--- config.mk ---
export PLATFORM = sky130hd
export DESIGN_NAME = force_ring_drain_ctrl
export DESIGN_NICKNAME = d
export VERILOG_FILES = /design/src/rtl/force_ring_drain_ctrl_pkg.sv /design/src/rtl/force_ring_drain_ctrl_popcount.sv /design/src/rtl/force_ring_drain_ctrl.sv
export SDC_FILE = /design/constraint.sdc
export NUM_CORES = 1
export LEC_CHECK = 0
export ABC_CLOCK_PERIOD_IN_PS = 10100
export CORE_UTILIZATION = 40
export DETAILED_ROUTE_END_ITERATION = 10
export DONT_BUFFER_PORTS = 1
export GPL_TIMING_DRIVEN = 0
export PLACE_DENSITY = 0.58
export SLEW_MARGIN = 20
export SYNTH_ARGS = -nofsm -noshare
export SYNTH_HDL_FRONTEND = slang
export SYNTH_SLANG_ARGS = --single-unit
export TNS_END_PERCENT = 20
--- constraint.sdc ---
create_clock -name clk -period 10.1 [get_ports clk]
set_clock_uncertainty 0.15 [all_clocks]
set_input_delay 3.03 -clock clk [delete_from_list [all_inputs] [get_ports clk]]
set_output_delay 3.03 -clock clk [all_outputs]
set_load 0.02 [all_outputs]
--- src/rtl/force_ring_drain_ctrl_pkg.sv ---
// Shared types and defaults for the force-ring drain sequencer.
package MD_pkg;

  typedef enum logic [2:0] {IDLE, RUN, DRAIN, DONE, ERR} drain_state_t;

  localparam int DRAIN_RING_LEN       = 8;
  localparam int DRAIN_QUIET_CYCLES   = 8;
  localparam int DRAIN_TIMEOUT_CYCLES = 65535;
  localparam int DRAIN_CNT_WIDTH      = 32;

endpackage

--- src/rtl/force_ring_drain_ctrl_popcount.sv ---
// Combinational population count of the per-node force-cache write strobes.
module force_ring_popcount #(
  parameter  int RING_LEN = 8,
  localparam int PW       = $clog2(RING_LEN + 1)
) (
  input  logic [RING_LEN-1:0] bits_i,
  output logic [PW-1:0]       count_o
);

  always_comb begin
    count_o = '0;
    for (int i = 0; i < RING_LEN; i++) begin
      count_o = count_o + PW'(bits_i[i]);
    end
  end

endmodule

--- src/rtl/force_ring_drain_ctrl.sv ---
// Force-phase sequencer: waits for every PE, then for a quiet ring, then pulses drain-done.
// Also counts force-cache commits (saturating) and flags a sticky timeout.
module force_ring_drain_ctrl
  import MD_pkg::*;
#(
  parameter int RING_LEN       = DRAIN_RING_LEN,
  parameter int QUIET_CYCLES   = DRAIN_QUIET_CYCLES,
  parameter int TIMEOUT_CYCLES = DRAIN_TIMEOUT_CYCLES,
  parameter int CNT_WIDTH      = DRAIN_CNT_WIDTH
) (
  input  logic                 clk,
  input  logic                 rst,
  input  logic                 i_start,
  input  logic [RING_LEN-1:0]  i_pe_done,
  input  logic [RING_LEN-1:0]  i_nb_force_valid,
  input  logic [RING_LEN-1:0]  i_ring_buf_empty,
  input  logic [RING_LEN-1:0]  i_nb_valid_ring,
  input  logic [RING_LEN-1:0]  i_force_cache_wr_valid,
  output logic                 o_busy,
  output logic                 o_drain_done,
  output logic                 o_timeout_err,
  output logic [CNT_WIDTH-1:0] o_force_count
);

  localparam int PW = $clog2(RING_LEN + 1);
  localparam int QW = $clog2(QUIET_CYCLES + 1);
  localparam int TW = $clog2(TIMEOUT_CYCLES + 1);
  localparam int SW = ((CNT_WIDTH > PW) ? CNT_WIDTH : PW) + 1;

  drain_state_t         state_q;
  logic [RING_LEN-1:0]  done_mask_q;
  logic [RING_LEN-1:0]  done_mask_d;
  logic [QW-1:0]        quiet_cnt_q;
  logic [TW-1:0]        tmo_cnt_q;
  logic [CNT_WIDTH-1:0] force_cnt_q;
  logic [CNT_WIDTH-1:0] force_cnt_d;
  logic                 busy_q;
  logic                 drain_done_q;
  logic                 timeout_err_q;

  logic [PW-1:0]        wr_pop;
  logic [SW-1:0]        force_sum;
  logic                 ring_quiet;
  logic                 tmo_hit;
  logic                 drain_hit;

  force_ring_popcount #(.RING_LEN(RING_LEN)) u_popcount (
    .bits_i  (i_force_cache_wr_valid),
    .count_o (wr_pop)
  );

  // Extra headroom bit catches the carry so the count clamps instead of wrapping.
  assign force_sum   = SW'(force_cnt_q) + SW'(wr_pop);
  assign force_cnt_d = (|force_sum[SW-1:CNT_WIDTH]) ? '1 : force_sum[CNT_WIDTH-1:0];

  assign done_mask_d = done_mask_q | i_pe_done;
  assign ring_quiet  = ~|i_nb_force_valid & ~|i_nb_valid_ring & &i_ring_buf_empty;
  assign tmo_hit     = (tmo_cnt_q == TW'(TIMEOUT_CYCLES - 1));
  assign drain_hit   = ring_quiet && (quiet_cnt_q == QW'(QUIET_CYCLES - 1));

  always_ff @(posedge clk) begin
    if (rst) begin
      state_q       <= IDLE;
      done_mask_q   <= '0;
      quiet_cnt_q   <= '0;
      tmo_cnt_q     <= '0;
      force_cnt_q   <= '0;
      busy_q        <= 1'b0;
      drain_done_q  <= 1'b0;
      timeout_err_q <= 1'b0;
    end else begin
      drain_done_q <= 1'b0;
      case (state_q)
        IDLE: begin
          tmo_cnt_q <= '0;
          if (i_start) begin
            state_q       <= RUN;
            busy_q        <= 1'b1;
            done_mask_q   <= '0;
            force_cnt_q   <= '0;
            timeout_err_q <= 1'b0;
          end
        end
        RUN: begin
          force_cnt_q <= force_cnt_d;
          done_mask_q <= done_mask_d;
          tmo_cnt_q   <= tmo_cnt_q + 1'b1;
          // A timeout on the very cycle the last PE reports still aborts the phase.
          if (tmo_hit) begin
            state_q       <= ERR;
            busy_q        <= 1'b0;
            timeout_err_q <= 1'b1;
            tmo_cnt_q     <= '0;
          end else if (&done_mask_d) begin
            state_q     <= DRAIN;
            quiet_cnt_q <= '0;
          end
        end
        DRAIN: begin
          force_cnt_q <= force_cnt_d;
          tmo_cnt_q   <= tmo_cnt_q + 1'b1;
          quiet_cnt_q <= ring_quiet ? quiet_cnt_q + 1'b1 : '0;
          if (drain_hit) begin
            state_q      <= DONE;
            busy_q       <= 1'b0;
            drain_done_q <= 1'b1;
            tmo_cnt_q    <= '0;
          end else if (tmo_hit) begin
            state_q       <= ERR;
            busy_q        <= 1'b0;
            timeout_err_q <= 1'b1;
            tmo_cnt_q     <= '0;
          end
        end
        DONE: begin
          force_cnt_q <= force_cnt_d;
          state_q     <= IDLE;
        end
        ERR: begin
          state_q <= IDLE;
        end
        default: begin
          state_q <= IDLE;
          busy_q  <= 1'b0;
        end
      endcase
    end
  end

  assign o_busy        = busy_q;
  assign o_drain_done  = drain_done_q;
  assign o_timeout_err = timeout_err_q;
  assign o_force_count = force_cnt_q;

endmodule

# == Word-level counts from Yosys, hierarchy flattened ==
# Index checks and enable logic that the tools add are counted.
# op_classes
addsub,10
eq_ne,12
mux,27
bitwise,5
n_reduce_logical,21
# op_table
operator,count
2-to-1 mux 32 bit,2
case mux 32 bit (2 select lines),1
case mux 16 bit (3 select lines),1
adder 32 x 4 -> 33 bit,1
2-to-1 mux 16 bit,2
adder 4 x 1 -> 4 bit,6
adder 16 x 1 -> 16 bit (second input constant),1
equality test 16 bit (second input constant),1
case mux 8 bit (2 select lines),1
AND reduction 8 bit,2
OR reduction 8 bit,2
2-to-1 mux 3 bit,5
2-to-1 mux 4 bit,3
case mux 3 bit (3 select lines),1
AND reduction 3 bit,3
2-to-1 mux 8 bit,1
inequality test 2 bit (second input constant),4
bitwise OR 8 bit,1
case mux 4 bit (2 select lines),1
2-to-1 mux 1 bit,7
equality test 3 x 2 -> 1 bit (second input constant),2
inequality test 3 bit (second input constant),2
AND reduction 2 bit,3
nonzero test 2 bit,3
15 further kinds,19
# totals
register_bits,66
inputBits,43
output_inout_bits,35
word_cells,83

# == Depth between registers and ports, before layout ==
# Gate-level depths: netlist of run 1.
# logic_depth
ltp_word,10
depth_mapped,15

# == By module ==
# From an unflattened synthesis of run 1, not the netlist that was laid out.
# hier_totals
hier_cells,460
hier_area_um2,3784.9
# modules_own_cells
mod,instances,cells_each,area_per_inst_um2
force_ring_drain_ctrl,1,436,3594.7
force_ring_popcount,1,24,190.2

# == Worst setup path after synthesis of run 1 ==
# No wires, ideal clock.
# synth_path
path_type,in2reg
startpoint,in i_force_cache_wr_valid[0]
endpoint,reg force_cnt_q[31] (netlist: o_force_count[31])
setup_ps,64
arrival_time_ps,6787
required_time_ps,9886
slack_ps,3099
stages,13
path_cell_list,ha_1 > inv_1 > fa_1 > fa_1 > fa_1 > fa_1 > fa_1 > nand2b_1 > a2111oi_2 > and3_1 > clkbuf_8 > nand2_1 > nand4_1
# synth_via
elab_chain_cells,10
# synth_rtl
item,line_no,rtl
"start, declared",force_ring_drain_ctrl.sv:18,"input logic [RING_LEN-1:0] i_force_cache_wr_valid,"
adder 1 x 1 -> 2 bit,force_ring_drain_ctrl_popcount.sv:13,count_o = count_o + PW'(bits_i[i]);
adder 4 x 1 -> 4 bit (6 in a row),force_ring_drain_ctrl_popcount.sv:13,
adder 32 x 4 -> 33 bit,force_ring_drain_ctrl.sv:53,assign force_sum = SW'(force_cnt_q) + SW'(wr_pop);
2-to-1 mux 32 bit,force_ring_drain_ctrl.sv:54,assign force_cnt_d = (|force_sum[SW-1:CNT_WIDTH]) ? '1 : force_sum[CNT_WIDTH-1:0];
case mux 32 bit (2 select lines),force_ring_drain_ctrl.sv:73,case (state_q)
"end signal, assigned",force_ring_drain_ctrl.sv:85,force_cnt_q <= force_cnt_d;
"end signal, assigned",force_ring_drain_ctrl.sv:100,force_cnt_q <= force_cnt_d;
"end signal, assigned",force_ring_drain_ctrl.sv:116,force_cnt_q <= force_cnt_d;
"end, declared",force_ring_drain_ctrl.sv:35,logic [CNT_WIDTH-1:0] force_cnt_q;
# No other way between the ends.
# A chain may end at the register's enable or synchronous reset.

# == Worst setup path after layout of run 1 ==
# layout_path
startpoint,in i_force_cache_wr_valid[0]
endpoint,reg force_cnt_q[1] (netlist: o_force_count[1])
# The elaborated chain is that of the path after synthesis.

==> results of run 1 <==
## power by group through the flow
stage	combinational (mW)	clock [mW]	sequential, mW
final	0.0748	0.201	0.272
after floorplan	0.0583	0	0.277
after global placement	0.0735	0	0.278
after CTS	0.0755	0.205	0.272
after global routing	0.0870	0.216	0.273
after detailed placement	0.0751	0	0.278
## kinds of logic after synthesis
family,Yosys count
flip-flops,66
multiplexers,6
AND/OR/NAND/NOR,230
AO/OA/AOI/OAI,123
buffers and inverters,47
XOR/XNOR,15
adder cells (fa/ha/maj),15
## worst max-delay path: cells and delay by family
family	cells	cell delay [ns]
compound gates	2	0.89
fa+ha+maj	6	2.51
buf+inv	1	0.07
simple gates	2	0.71
## layer usage
metal  vias up  GRT usage  share of wire
met3        14     0.0576          0.081
met4         0     0.0571          0.011
met5         -          0              0
met2       134      0.345           0.45
met1      1839      0.307           0.46
li1       1891          -              -
## metrics by stage
stage | hold slack, ns | area (um2) | instances | util | power [mW]
2_1_floorplan | 0.302 | 4050 | 502 | - | 0.335
3_3_place_gp | 0.311 | 4210 | 635 | 0.431 | 0.352
3_5_place_dp | 0.330 | 4210 | 635 | 0.431 | 0.353
4_1_cts | 0.345 | 4380 | 651 | 0.448 | 0.552
5_1_grt | 0.370 | 4390 | 651 | 0.449 | 0.576
6_report | 0.349 | 4390 | 651 | 0.449 | 0.548
## final timing paths
check,endpoint,start,slack (ns),cells past startpoint
worst min register to register,quiet_cnt_q[3],quiet_cnt_q[3],0.35,2
worst max register to register,o_force_count[1],o_force_count[0],7.09,7
worst min-delay path,quiet_cnt_q[3],quiet_cnt_q[3],0.35,2
worst max-delay path,o_force_count[1],i_force_cache_wr_valid[0],3.00,11
## registers in the layout, summed over array words and instances (netlist names)
name	cells
o_force_count	32
o_drain_done	1
tmo_cnt_q	16
o_timeout_err	1
o_busy	1
done_mask_q	8
state_q	3
quiet_cnt_q	4
## synth_stat cells (4+ instances only)
| library cell | instances |
|---|---|
| ha_1 | 10 |
| nand3_1 | 29 |
| nor4_1 | 13 |
| fa_1 | 5 |
| a21oi_1 | 22 |
| nor2_1 | 55 |
| or2_2 | 4 |
| o31ai_1 | 4 |
| nor3b_1 | 7 |
| clkbuf_1 | 13 |
| a31oi_1 | 10 |
| a21o_1 | 7 |
| inv_1 | 25 |
| mux2i_1 | 5 |
| and2_1 | 8 |
| dfxtp_1 | 66 |
| or4_1 | 7 |
| nor3_1 | 16 |
| o211ai_1 | 5 |
| o22ai_1 | 5 |
| a32o_1 | 8 |
| xnor2_1 | 12 |
| and3_1 | 4 |
| nand4_1 | 18 |
| a22oi_1 | 11 |
| o21ai_0 | 28 |
| nand2_1 | 41 |
| or3_1 | 4 |
## area by class of cell
type                            count  share of cell area
Tap cell                          133              0.0379
Buffer                             22              0.0285
Sequential cell                    66               0.301
Multi-Input combinational cell    389               0.572
Clock buffer                        9              0.0282
Clock inverter                      7              0.0106
Inverter                           25              0.0214
==> run metrics, run 1 <==
outcome=completed; CP max FO=8; Post-Syn Area=0.00405 mm2; Starting Density=0.414; 1st-iter DRT viols=228; multi-input combinational cell area=0.00251 mm2; Comb pwr share=0.136; ranking of synthesized cells by area=dfxtp_1 (33%), nor2_1 (5.1%), nand2_1 (3.8%); CP endpoint kind=register; final period utilization=0.703; post-synth top area share=0.327; crit-path most repeated cell=fa_1; clk buf depth=2; cells after synthesis=502; sequential-to-total area share from yosys stat=0.327; worst-margin pin slew=0.931 ns; switching share of power=0.303; Final nets=571; Total GRT Usage=0.223; initial antenna violation count=0; DRC=0; slowest CP cell=a2111oi_2; CP startpoint kind=input pin; Syn Nets=560; CP required=10.21 ns; Netlist cell types=65; DR vias=3,878; number of global-route vias before repair=3,586; CTS Sinks=66; PwrDens=125 mW/mm2; Tightest Hold Check Type=register to register; RePlAce Congestion=0.837; slew margin rel.=0.379; Ports=78; pre-CTS setup slack=2.67 ns; MaxCap Viol Count=0; simple-gate share of the synthesized area=0.311; mux cell area share after synthesis=0.0152; Slew Viols, Final=0; Lkg Pwr=1.49 nW; crit path kind=input pin to register; setup violators final=0; CP Cell Sequence=ha_1 -> inv_1 -> fa_1 -> fa_1 -> fa_1 -> fa_1 -> fa_1 -> nand2b_1 -> a2111oi_2 -> nand3_1 -> a311oi_1; Avg Vias per Cell=5.96; Post-Route WL=11,400 um; RSZ-0062 raised after global routing=false; CTS Root Cell=clkbuf_8; post-synthesis adder-cell area fraction=0.0557; layout cells sized above 1=0.0792; antenna-violating nets left=0; CTS Buf Count=9; Synthesis Warnings=0; Max Clk Rate=0.141 GHz; Yosys reg bits=66; ys flop type=dfxtp_1; # fillers=1,015; P&R area growth vs syn=8.48%; first-pass GRT wire length=18,000 um; Antenna Cells=0; htree depth=3; CTS clk-pin slew, worst paths=0.08 ns; Die Area=0.0105 mm2; row count=36; # resized after CTS=0; Routed wire per std cell=17.4 um; Placeable Area=0.00977 mm2; Die Width=103 um; EDFF count, synth=0; xor-xnor portion of the synthesized cell area=0.0325; final worst slack=3.00 ns; hpwl dp=8060 um; register area=0.00132 mm2; CTS Hold Bufs=0; Worst-Skew Late Latency=0.35 ns; Overflow after GRT=0; most frequent cells in the layout=dfxtp_1 (66), nor2_1 (55), nand2_1 (41); asr flop ratio synth=0; slowest stage delay, CP=0.51 ns; first drt pass iteration count=5; Synth Area in Compound Gates=0.205; Post-Route Setup TNS=0 ns; P_sw=0.166 mW; minimum clock period=7.10 ns; most common cell after layout, fill and taps aside=dfxtp_1; clock network fraction of total power=0.367; Avg Cell Area, Syn=8.06 um2; main combinational cell family by area after synthesis=simple AND/OR/NAND/NOR gates; CTS tree=built; area leader, netlist=dfxtp_1; Hold Violations, Final=0; Critical Path AT=7.21 ns; Max VDD drop=0.0545 mV; pin count of the biggest net entering global routing=13; Int Power=0.382 mW; Flop pwr share=0.497; PortBufs=0; postcts setup bufs=0; Die Y-Extent=103 um
(Power assumes the default switching activity.)
==> run 2: changes to the inputs <==
--- a/config.mk
+++ b/config.mk
@@ -5,12 +5,12 @@
 export SDC_FILE = /design/constraint.sdc
 export NUM_CORES = 1
 export LEC_CHECK = 0
-export ABC_CLOCK_PERIOD_IN_PS = 10100
+export ABC_CLOCK_PERIOD_IN_PS = 6200
 export CORE_UTILIZATION = 40
 export DETAILED_ROUTE_END_ITERATION = 10
 export DONT_BUFFER_PORTS = 1
 export GPL_TIMING_DRIVEN = 0
-export PLACE_DENSITY = 0.58
+export PLACE_DENSITY = 0.6
 export SLEW_MARGIN = 20
 export SYNTH_ARGS = -nofsm -noshare
 export SYNTH_HDL_FRONTEND = slang
==> constraint.sdc (replaced) <==
create_clock -name clk -period 6.2 [get_ports clk]
set_clock_uncertainty 0.15 [all_clocks]
set_input_delay 1.86 -clock clk [delete_from_list [all_inputs] [get_ports clk]]
set_output_delay 1.86 -clock clk [all_outputs]
set_load 0.02 [all_outputs]
==> run 2 against run 1 <==
Effect of this change:
- cell area rose by 0.48%
- critical path depth up 2
- critical path type unchanged
- cell count is the same
- hold slack got worse by 0.0056 ns
- die area stayed put
- sequential power up 63%
- non-clock buffer count is the same
==> run metrics, run 2 (synthesis results as in run 1) <==
RSZ-0062 raised after global routing=false (unchanged); CP endpoint kind=register (unchanged); Final nets=571 (unchanged); CTS clk-pin slew, worst paths=0.07 ns (was 0.08 ns); Die Width=103 um (unchanged); first-pass GRT wire length=17,900 um (was 18,000 um); CTS tree=built (unchanged); FF-to-FF path depth=9 (was 7); Critical Path AT=6.06 ns (was 7.21 ns); Die Y-Extent=103 um (unchanged); pin count of the biggest net entering global routing=11 (was 13); htree depth=3 (unchanged); Final Util=0.451 (was 0.449); setup violators final=0 (unchanged); Antenna Cells=0 (unchanged); Slew Viols, Final=0 (unchanged); row count=36 (unchanged); layout cells sized above 1=0.0714 (was 0.0792); Hold Violations, Final=0 (unchanged); number of global-route vias before repair=3,583 (was 3,586); Total GRT Usage=0.221 (was 0.223); CTS Sinks=66 (unchanged); 1st-iter DRT viols=219 (was 228); Worst-Skew Late Latency=0.34 ns (was 0.35 ns); Hold Path Stages=2 (unchanged); sum of buffers and inverters on the critical path=2 (was 1); RePlAce Congestion=0.803 (was 0.837); Max Clk Rate=0.168 GHz; postcts setup bufs=0 (unchanged); Ports=78 (unchanged); hpwl dp=8030 um (was 8060 um); Post-Route Setup TNS=0 ns (unchanged); Pwr Total=0.938 mW (was 0.548 mW); crit path kind=input pin to register (unchanged); CP startpoint kind=input pin (unchanged); PwrDens=213 mW/mm2 (was 125 mW/mm2); Die Area=0.0105 mm2 (unchanged); outcome=completed (unchanged); Placeable Area=0.00977 mm2 (unchanged); Avg Vias per Cell=5.99 (was 5.96); CTS Buf Count=9 (unchanged); Starting Density=0.414 (unchanged); first drt pass iteration count=5 (unchanged); CP required=6.33 ns (was 10.21 ns); crit-path most repeated cell=fa_1 (unchanged); final period utilization=0.957; hold slack=0.344 ns (was 0.349 ns); max reg flops=32 (unchanged); CP max FO=10 (was 8); P&R area growth vs syn=9.00% (was 8.48%); CTS Root Cell=clkbuf_8 (unchanged); slew margin rel.=0.266 (was 0.379); most common cell after layout, fill and taps aside=dfxtp_1 (unchanged); DR vias=3,901 (was 3,878); Tightest Hold Check Type=register to register (unchanged); Overflow after GRT=0 (unchanged); Post-Route WL=11,100 um (was 11,400 um); slowest CP cell=a2111oi_2 (unchanged); worst-margin pin slew=1.09 ns (was 0.931 ns); Max VDD drop=0.105 mV (was 0.0545 mV); # resized after CTS=0 (unchanged); PortBufs=0 (unchanged); CP Cell Sequence=ha_1 -> inv_1 -> fa_1 -> fa_1 -> fa_1 -> fa_1 -> fa_1 -> nand2b_1 -> a2111oi_2 -> and3_1 -> clkbuf_8 -> nand2_1 -> nand4_1 (was ha_1 -> inv_1 -> fa_1 -> fa_1 -> fa_1 -> fa_1 -> fa_1 -> nand2b_1 -> a2111oi_2 -> nand3_1 -> a311oi_1); MaxCap Viol Count=0 (unchanged); minimum clock period=5.94 ns; most frequent cells in the layout=dfxtp_1 (66), nor2_1 (55), nand2_1 (41) (unchanged); CP Depth=13 (was 11); cell family with most CP delay=adder cells (unchanged); Layout Cells excl Fill=651 (unchanged); CTS Hold Bufs=0 (unchanged); DRC=0 (unchanged); clk buf depth=2 (unchanged); antenna-violating nets left=0 (unchanged); slowest stage delay, CP=0.54 ns (was 0.51 ns); Routed wire per std cell=17.1 um (was 17.4 um); initial antenna violation count=0 (unchanged); Lkg Pwr=1.50 nW (was 1.49 nW); placed cell count=635 (unchanged)
[run 2: stage by stage]
stage                     setup slack (ns)  cell area, um2
after floorplan                      0.369            4050
after global placement             -0.0145            4210
after detailed placement           -0.0652            4210
after CTS                            0.288            4410
after global routing                0.0763            4410
final                                0.264            4410
[run 2: worst register-to-register path, stage by stage, from the launching register on]
cell and delay (ns):
dfxtp_1 0.49, ha_1 0.22, inv_1 0.06, fa_1 0.39, nand2b_1 0.25, a2111oi_2 0.54
and3_1 0.28, clkbuf_8 0.20, nand2_1 0.22, nand4_1 0.14
[run 2: worst paths after layout]
check / end / start / slack [ns]
hold / removal: quiet_cnt_q[3] / quiet_cnt_q[3] / 0.34
setup / recovery: o_force_count[31] / i_force_cache_wr_valid[0] / 0.26
hold reg to reg: quiet_cnt_q[3] / quiet_cnt_q[3] / 0.34
setup reg to reg: o_force_count[31] / o_force_count[0] / 3.20
[run 2: cell type report]
type / instances / area, um2
Multi-Input combinational cell: 389 / 2500
Clock inverter: 2 / 35.0
Fill cell: 1012 / 5370
Clock buffer: 14 / 163
Inverter: 25 / 93.8
Tap cell: 133 / 166
Buffer: 22 / 125
Sequential cell: 66 / 1320
[run 2: power by group]
group	switching (mW)	total (mW)	internal, mW
Combinational	0.0743	0.121	0.0471
Clock	0.165	0.373	0.208
Sequential	0.0123	0.444	0.431
Total	0.251	0.938	0.686
[run 2: metal layers]
metal | up-vias | GRT usage | part of all wire | routed length (um)
met2 | 132 | 0.322 | 0.45 | 4970
met3 | 16 | 0.0549 | 0.069 | 763
met4 | 0 | 0.0824 | 0.015 | 168
li1 | 1898 | - | - | -
met5 | - | 0 | 0 | 0
met1 | 1855 | 0.313 | 0.47 | 5210
